**src/rtl/pipeline_fetch.sv**
```systemverilog
// Instruction fetch stage: sequences the PC, issues 1-cycle-latency memory reads,
// buffers returned words in a small prefetch FIFO and hands them to the decoder.
module pipeline_fetch #(
  parameter int          FIFO_DEPTH = 2,
  parameter logic [7:0]  RESET_PC   = 8'h00
) (
  input  logic        clk,
  input  logic        reset,
  output logic        mem_rd,
  output logic [7:0]  mem_addr,
  input  logic [15:0] mem_rdata,
  output logic [15:0] IR_out,
  output logic [7:0]  PC_out,
  output logic        valid_out,
  input  logic        ready_in,
  input  logic        redirect,
  input  logic [7:0]  redirect_pc,
  output logic        halted
);

  localparam logic [3:0] DEPTH_LIMIT = 4'(FIFO_DEPTH);

  // HALT opcode lives in the top three bits of the instruction word.
  function automatic logic is_halt(input logic [15:0] word);
    return (word[15:13] == 3'b111);
  endfunction

  logic [7:0]  fetch_pc_r;
  logic        inflight_r;
  logic [7:0]  inflight_pc_r;
  logic [2:0]  count_r;
  logic        halted_r;
  logic [23:0] fifo_r [FIFO_DEPTH];

  logic        pop_s;
  logic        push_s;
  logic        issue_s;
  logic [3:0]  occupancy_s;
  logic [2:0]  wr_idx_s;

  // Handshake, issue decision and FIFO write slot.
  always_comb begin
    pop_s       = 1'b0;
    push_s      = 1'b0;
    issue_s     = 1'b0;
    occupancy_s = 4'h0;
    wr_idx_s    = 3'b000;
    pop_s       = (count_r != 3'b000) && ready_in;
    push_s      = inflight_r && !halted_r;
    occupancy_s = {1'b0, count_r} + {3'b000, inflight_r} - {3'b000, pop_s};
    if (!reset && !redirect && !halted_r && (occupancy_s < DEPTH_LIMIT)) begin
      issue_s = 1'b1;
    end else begin
      issue_s = 1'b0;
    end
    wr_idx_s = count_r - {2'b00, pop_s};
  end

  // Control state: PC sequencing, in-flight tracking, occupancy and halt flag.
  always_ff @(posedge clk) begin
    if (reset) begin
      fetch_pc_r    <= RESET_PC;
      inflight_r    <= 1'b0;
      inflight_pc_r <= 8'h00;
      count_r       <= 3'b000;
      halted_r      <= 1'b0;
    end else if (redirect) begin
      fetch_pc_r    <= redirect_pc;
      inflight_r    <= 1'b0;
      count_r       <= 3'b000;
      halted_r      <= 1'b0;
    end else begin
      inflight_r <= issue_s;
      if (issue_s) begin
        inflight_pc_r <= fetch_pc_r;
        fetch_pc_r    <= fetch_pc_r + 8'h01;
      end
      count_r <= count_r + {2'b00, push_s} - {2'b00, pop_s};
      if (push_s && is_halt(mem_rdata)) begin
        halted_r <= 1'b1;
      end
    end
  end

  // Shifting FIFO storage; entry 0 is always the head. A push into the slot
  // vacated by a simultaneous pop overrides the shift because it is assigned last.
  always_ff @(posedge clk) begin
    if (!reset && !redirect) begin
      if (pop_s) begin
        for (int i = 0; i < FIFO_DEPTH - 1; i++) begin
          fifo_r[i] <= fifo_r[i+1];
        end
      end
      if (push_s) begin
        for (int i = 0; i < FIFO_DEPTH; i++) begin
          if (3'(i) == wr_idx_s) begin
            fifo_r[i] <= {mem_rdata, inflight_pc_r};
          end
        end
      end
    end
  end

  // Output presentation; invalid slots read as NOP at address zero.
  always_comb begin
    valid_out = 1'b0;
    IR_out    = 16'h0000;
    PC_out    = 8'h00;
    valid_out = (count_r != 3'b000);
    if (valid_out) begin
      IR_out = fifo_r[0][23:8];
      PC_out = fifo_r[0][7:0];
    end else begin
      IR_out = 16'h0000;
      PC_out = 8'h00;
    end
    mem_rd   = issue_s;
    mem_addr = fetch_pc_r;
    halted   = halted_r;
  end

endmodule

```
**config.mk**
```make
export PLATFORM = sky130hd
export DESIGN_NAME = pipeline_fetch
export DESIGN_NICKNAME = d
export VERILOG_FILES = /design/src/rtl/pipeline_fetch.sv
export SDC_FILE = /design/constraint.sdc
export NUM_CORES = 1
export LEC_CHECK = 0
export BUFFER_PORTS_ARGS = -buffer_cell sky130_fd_sc_hd__buf_4
export CORE_MARGIN = 8
export CORE_UTILIZATION = 55
export CTS_CLUSTER_DIAMETER = 50
export DETAILED_ROUTE_END_ITERATION = 8
export GPL_TIMING_DRIVEN = 0
export PLACE_DENSITY = 0.85
export SETUP_SLACK_MARGIN = 0.05
export SLEW_MARGIN = 20
export SYNTH_ARGS = -nofsm -noshare
export SYNTH_HDL_FRONTEND = slang
export SYNTH_SLANG_ARGS = --single-unit
export TNS_END_PERCENT = 100
```
**constraint.sdc**
```tcl
create_clock -name clk -period 7.5 [get_ports clk]
set_input_delay 1.125 -clock clk [delete_from_list [all_inputs] [get_ports clk]]
set_output_delay 1.125 -clock clk [all_outputs]
set_load 0.01 [all_outputs]
```
* After elaboration in Yosys (flattened, before gate mapping)
Memories as Yosys holds them, arrays and structs flattened.
Index checks and enable logic that the tools add are counted.
** Cells by class
- Order comparisons :: 1
- Muxes and demuxes :: 17
- Eq/ne operators :: 2
- $add $sub $neg :: 6
- Bitwise gates (word level) :: 2
- Reduce and logical (&&, ||, !) cells :: 14
** Operators with widths (count)
- 24-bit two-way mux :: 1
- 8-bit two-way mux :: 3
- 16-bit two-way mux :: 1
- 1-bit two-way mux :: 12
- 8-bit by 1-bit adder with 8-bit output, second input constant :: 1
- 1-bit logical AND :: 6
- 3-bit by 1-bit subtractor with 3-bit output :: 2
- 3-bit by 1-bit adder with 4-bit output :: 1
- 4-bit by 2-bit < comparator with 1-bit output, second input constant :: 1
- 4-bit by 1-bit subtractor with 4-bit output :: 1
- 3-bit by 1-bit adder with 3-bit output :: 1
- 1-bit by 3-bit == test with 1-bit output, first input constant :: 1
- 3-bit == test, second input constant :: 1
- 1-bit logical NOT :: 3
- 3-bit logical NOT :: 1
- 3-bit nonzero test :: 1
- 2-bit AND reduction :: 1
- 2-bit nonzero test :: 1
- 2-bit OR reduction :: 1
- 1-bit NOT :: 1
- 1-bit OR :: 1
** Word-level totals
- Input bits :: 28
- Register bits after elaboration :: 21
- Logic and storage cells :: 48
- Output and inout bits :: 35
- Memories kept :: 1
- Bits in writable memories :: 48
** Memories
- fifo_r :: words 2, bits a word 24, read ports 2, clocked after memory_dff 0, write ports 2, RTL line 33 : logic [23:0] fifo_r [FIFO_DEPTH];

* Logic depth before layout (Yosys ltp)
- Depth in word-level cells :: 9
- Depth in mapped cells :: 14

* Least setup slack after synthesis
OpenSTA, ideal clock, no wires.
- Path type :: in2out
- From :: in ready_in
- To :: out mem_rd
- Slack :: 3.290 ns
- Buffers on the path :: 2
- Cell stages on the path :: 10
- Arrival time :: 3.085 ns
- Data required time :: 6.375 ns
- Cells stage by stage :: nand2b_1 o21ai_1 and2_1 fa_1 or4_4 nor2_1 mux2i_1 buf_6 inv_1 buf_2
** On the way
- Cells in the longest elaborated chain, start to end :: 5
** RTL lines
- start: declaration :: RTL line 15 : input logic ready_in,
- 1-bit logical AND :: RTL line 48 : pop_s = (count_r != 3'b000) && ready_in;
- 4-bit by 1-bit subtractor with 4-bit output :: RTL line 50 : occupancy_s = {1'b0, count_r} + {3'b000, inflight_r} - {3'b000, pop_s};
- 4-bit by 2-bit < comparator with 1-bit output :: RTL line 51 : if (!reset && !redirect && !halted_r && (occupancy_s < DEPTH_LIMIT)) begin
- 1-bit logical AND :: RTL line 51
- 1-bit two-way mux :: RTL line 51
- end: declaration :: RTL line 9 : output logic mem_rd,
Every way passes these cells.

* Worst setup path in the final report
Ends and elaborated chain as after synthesis.

==> metrics.md <==
| Metric | Value |
|---|---|
| FMAX | 213.4 MHz |
| Cell Area, Synth | 3045 um2 |
| Min Tclk post-route | 4.687 ns |
| Root Buffer | clkbuf_8 |
| Sequential fraction of the synthesis area | 61.13% |
| First-pass DRT Iterations | 4 |
| Seq pwr share | 48.8% |
| # setup viols final | 0 |
| Synth top area cells | edfxtp_1 47%, dfxtp_1 14%, mux2_2 8.9%, and2_1 5.3%, nand2_1 2.5% |
| P per Cell Area | 235.5 nW/um2 |
| WP buf/inv | 5 |
| Total global routing overflow | 0 |
| # rows | 27 |
| CP max stage delay | 0.54 ns |
| Clk network pwr share | 32.3% |
| CTS H-Tree Depth | 3 |
| Number of I/O pins | 63 |
| Clock sinks | 69 |
| Clk_lat worst skew | 0.33 ns |
| Top-area cell type share of the netlist area | 47.33% |
| Yosys warnings | 0 |
| RSZ-0062 raised after global routing | no |
| Static leakage | 1.453 nW |
| Post-Syn Nets | 278 |
| Max-cap violations | 0 |
| First-pass GRT wire length | 10.09 mm |
| TritonCTS clock tree | done |
| Vias in the first global route | 2162 |
| Setup Fix Bufs, Post-CTS | 0 |
| Vias/cell | 5.201 |
| CP Launch Type | input pin |
| Post-synth ARST share | 0% |
| Initial DRC count | 113 |
| Outcome | finished clean |
| Sw frac | 26.38% |
| Initial Utilization | 55.99% |
| Residual DRC | 0 |
| Fin cells | 393 |
| Combinational power share | 18.8% |
| Layout area overhead | 25.23% |
| P_sw | 0.2369 mW |
| Slew Viols, Final | 0 |
| Die width | 90.41 um |
| FF+latch count, synth | 69 |
| Count of different cell masters after synthesis | 39 |
| Pint | 0.6613 mW |
| Hold Fails Final Rpt | 0 |
| CP max-delay cell | or4_4 |
| Hold/Removal Path Class | reg2reg |
| WL final | 5.919 mm |
| Placer Congestion | 0.8140 |
| Largest net degree at the start of global routing | 25 |
| DR vias | 2044 |
| Area leader, netlist | edfxtp_1 |
| Slew margin rel. | 42.99% |
| Share of layout cells above drive strength 1 | 33.96% |
| Top delay family on crit path | simple AND/OR/NAND/NOR gates |
| Critical Path AT | 3.56 ns |
| Die height | 90.41 um |
| CP Capture Type | output port |
| Most frequent cell on the critical path | buf_4 |
| GRT Resource Usage Total | 15.10% |
| Clock transition at path regs | 0.07 ns |
| Diode count | 0 |
| Crit-path cells | buf_4 > nand2b_1 > o21ai_1 > and2_1 > fa_1 > or4_4 > nor2_1 > mux2i_1 > buf_6 > inv_1 > buf_2 > buf_4 |
| Crit-path max FO | 10 |
| Port bufs | 61 |
| Fill count | 394 |
| Min setup slack post-route | 2.813 ns |
| Crit Path Class | in2out |
| Hold buffers post-CTS | 0 |
| Ys flop type | edfxtp_1 |
| Resized Gates After CTS | 0 |
| Slew @ Worst Pin | 0.8487 ns |
| Number of nets in the layout | 351 |
| Skew final | 0.005949 ns |
| Die area | 8174 um2 |
| TritonCTS buffer count | 9 |
| DR WL/cell | 15.06 um |
| Post-synth EDFFs | 48 |
| Core area | 5439 um2 |
| Cells after synthesis | 243 |
| Syn_area_per_cell | 12.53 um2 |
| Initial antenna violation count | 0 |
| DP HPWL | 4.420 mm |
| Inst Count DP | 377 |
| Clk buf depth | 2 |
| Final antenna-violating net count | 0 |
| IR drop worst, VDD | 0.1201 mV |
| Worst Path Required | 6.38 ns |
| Tcrit/Tclk final | 62.49% |
| Setup WS pre-CTS | 2.829 ns |
| Setup_tns | 0 ns |
kinds of logic after synthesis:
family	share of synthesized area [%]
AO/OA/AOI/OAI	6.902
XOR/XNOR	1.151
adder cells (fa/ha/maj)	3.369
buffers and inverters	3.246
flip-flops	61.13
multiplexers	9.532
AND/OR/NAND/NOR	14.67
final cells by class:
class | count | area (um2) | share of cell area [%]
buffer | 12 | 61.31 | 1.608
clock buffer | 10 | 127.6 | 3.346
clock inverter | 6 | 63.81 | 1.673
inverter | 10 | 37.54 | 0.9843
multi-input combinational | 152 | 1099 | 28.81
sequential | 69 | 1862 | 48.82
tap | 72 | 90.09 | 2.362
timing repair buffer | 62 | 473.0 | 12.40
synthesized netlist by cell type, types with 3 or more instances:
cell,number
a21oi_1,12
a311oi_1,3
and2_1,26
clkbuf_1,9
dfxtp_1,21
edfxtp_1,48
ha_1,5
inv_1,10
mux2_2,24
nand2_1,20
nand3_1,4
nor2_1,14
nor2b_1,3
nor3_1,6
or3_1,3
xor2_1,3
metrics by stage:
step | area, um2 | utilization (%) | hold slack [ns] | total power [mW]
after global placement | 3593 | 66.07 | 0.4418 | 0.6106
after global routing | 3814 | 70.12 | 0.4928 | 0.9412
after floorplan | 3045 | - | 0.4245 | 0.5432
after CTS | 3814 | 70.12 | 0.4687 | 0.9033
final | 3814 | 70.12 | 0.4687 | 0.8982
after detailed placement | 3622 | 66.60 | 0.4480 | 0.6172
sequential cells by signal, indices dropped and copies added, names as in the netlist:
register / cells
fifo_r: 48
count_r: 3
inflight_pc_r: 8
inflight_r: 1
mem_addr: 8
halted: 1
placed cells by master (no fill, tap or decap), drive strengths merged, types with 3 or more instances in the layout:
cell    Yosys  routed
a21oi      12      12
edfxtp     48      48
buf         3      65
xor2        3       3
a311oi      3       3
mux2       24      24
clkinv      0       3
clkbuf      9      19
nand3       4       4
ha          5       5
nor2b       3       3
dfxtp      21      21
nand2      20      20
inv        10      10
nor2       14      14
or3         3       3
nor3        6       6
and2       26      26
or4         3       3
path summary, 6_finish.rpt:
| check | start | endpoint | slack (ns) | cells after the start |
|---|---|---|---|---|
| setup reg to reg | count_r[2] | mem_addr[6] | 4.13 | 11 |
| hold reg to reg | inflight_pc_r[7] | fifo_r[0][31] | 0.47 | 0 |
| hold / removal | inflight_pc_r[7] | fifo_r[0][31] | 0.47 | 0 |
| setup / recovery | ready_in | mem_rd | 2.81 | 12 |
metal layers:
metal	up-vias	global-route usage, %	routed length (um)
li1	1020	-	-
met5	-	0	0
met1	937	17.87	2627
met2	79	24.17	2741
met4	0	4.577	72
met3	8	6.650	478
power by group through the flow:
stage          combinational (mW)  sequential (mW)  clock, mW
2_1_floorplan              0.0982            0.445          0
3_3_place_gp                0.164            0.446          0
3_5_place_dp                0.170            0.447          0
4_1_cts                     0.171            0.438      0.294
5_1_grt                     0.189            0.441      0.312
6_report                    0.169            0.438      0.291
worst reg2reg max path: cells and delay by family (launching register included):
| family | cells | cell delay, ns |
|---|---|---|
| AND/OR/NAND/NOR | 5 | 1.44 |
| adder cells (fa/ha/maj) | 1 | 0.41 |
| AO/OA/AOI/OAI | 2 | 0.55 |
| buffers and inverters | 2 | 0.46 |
| multiplexers | 1 | 0.11 |
| flip-flops | 1 | 0.31 |
Note: power is estimated with default switching activity, not from simulation.
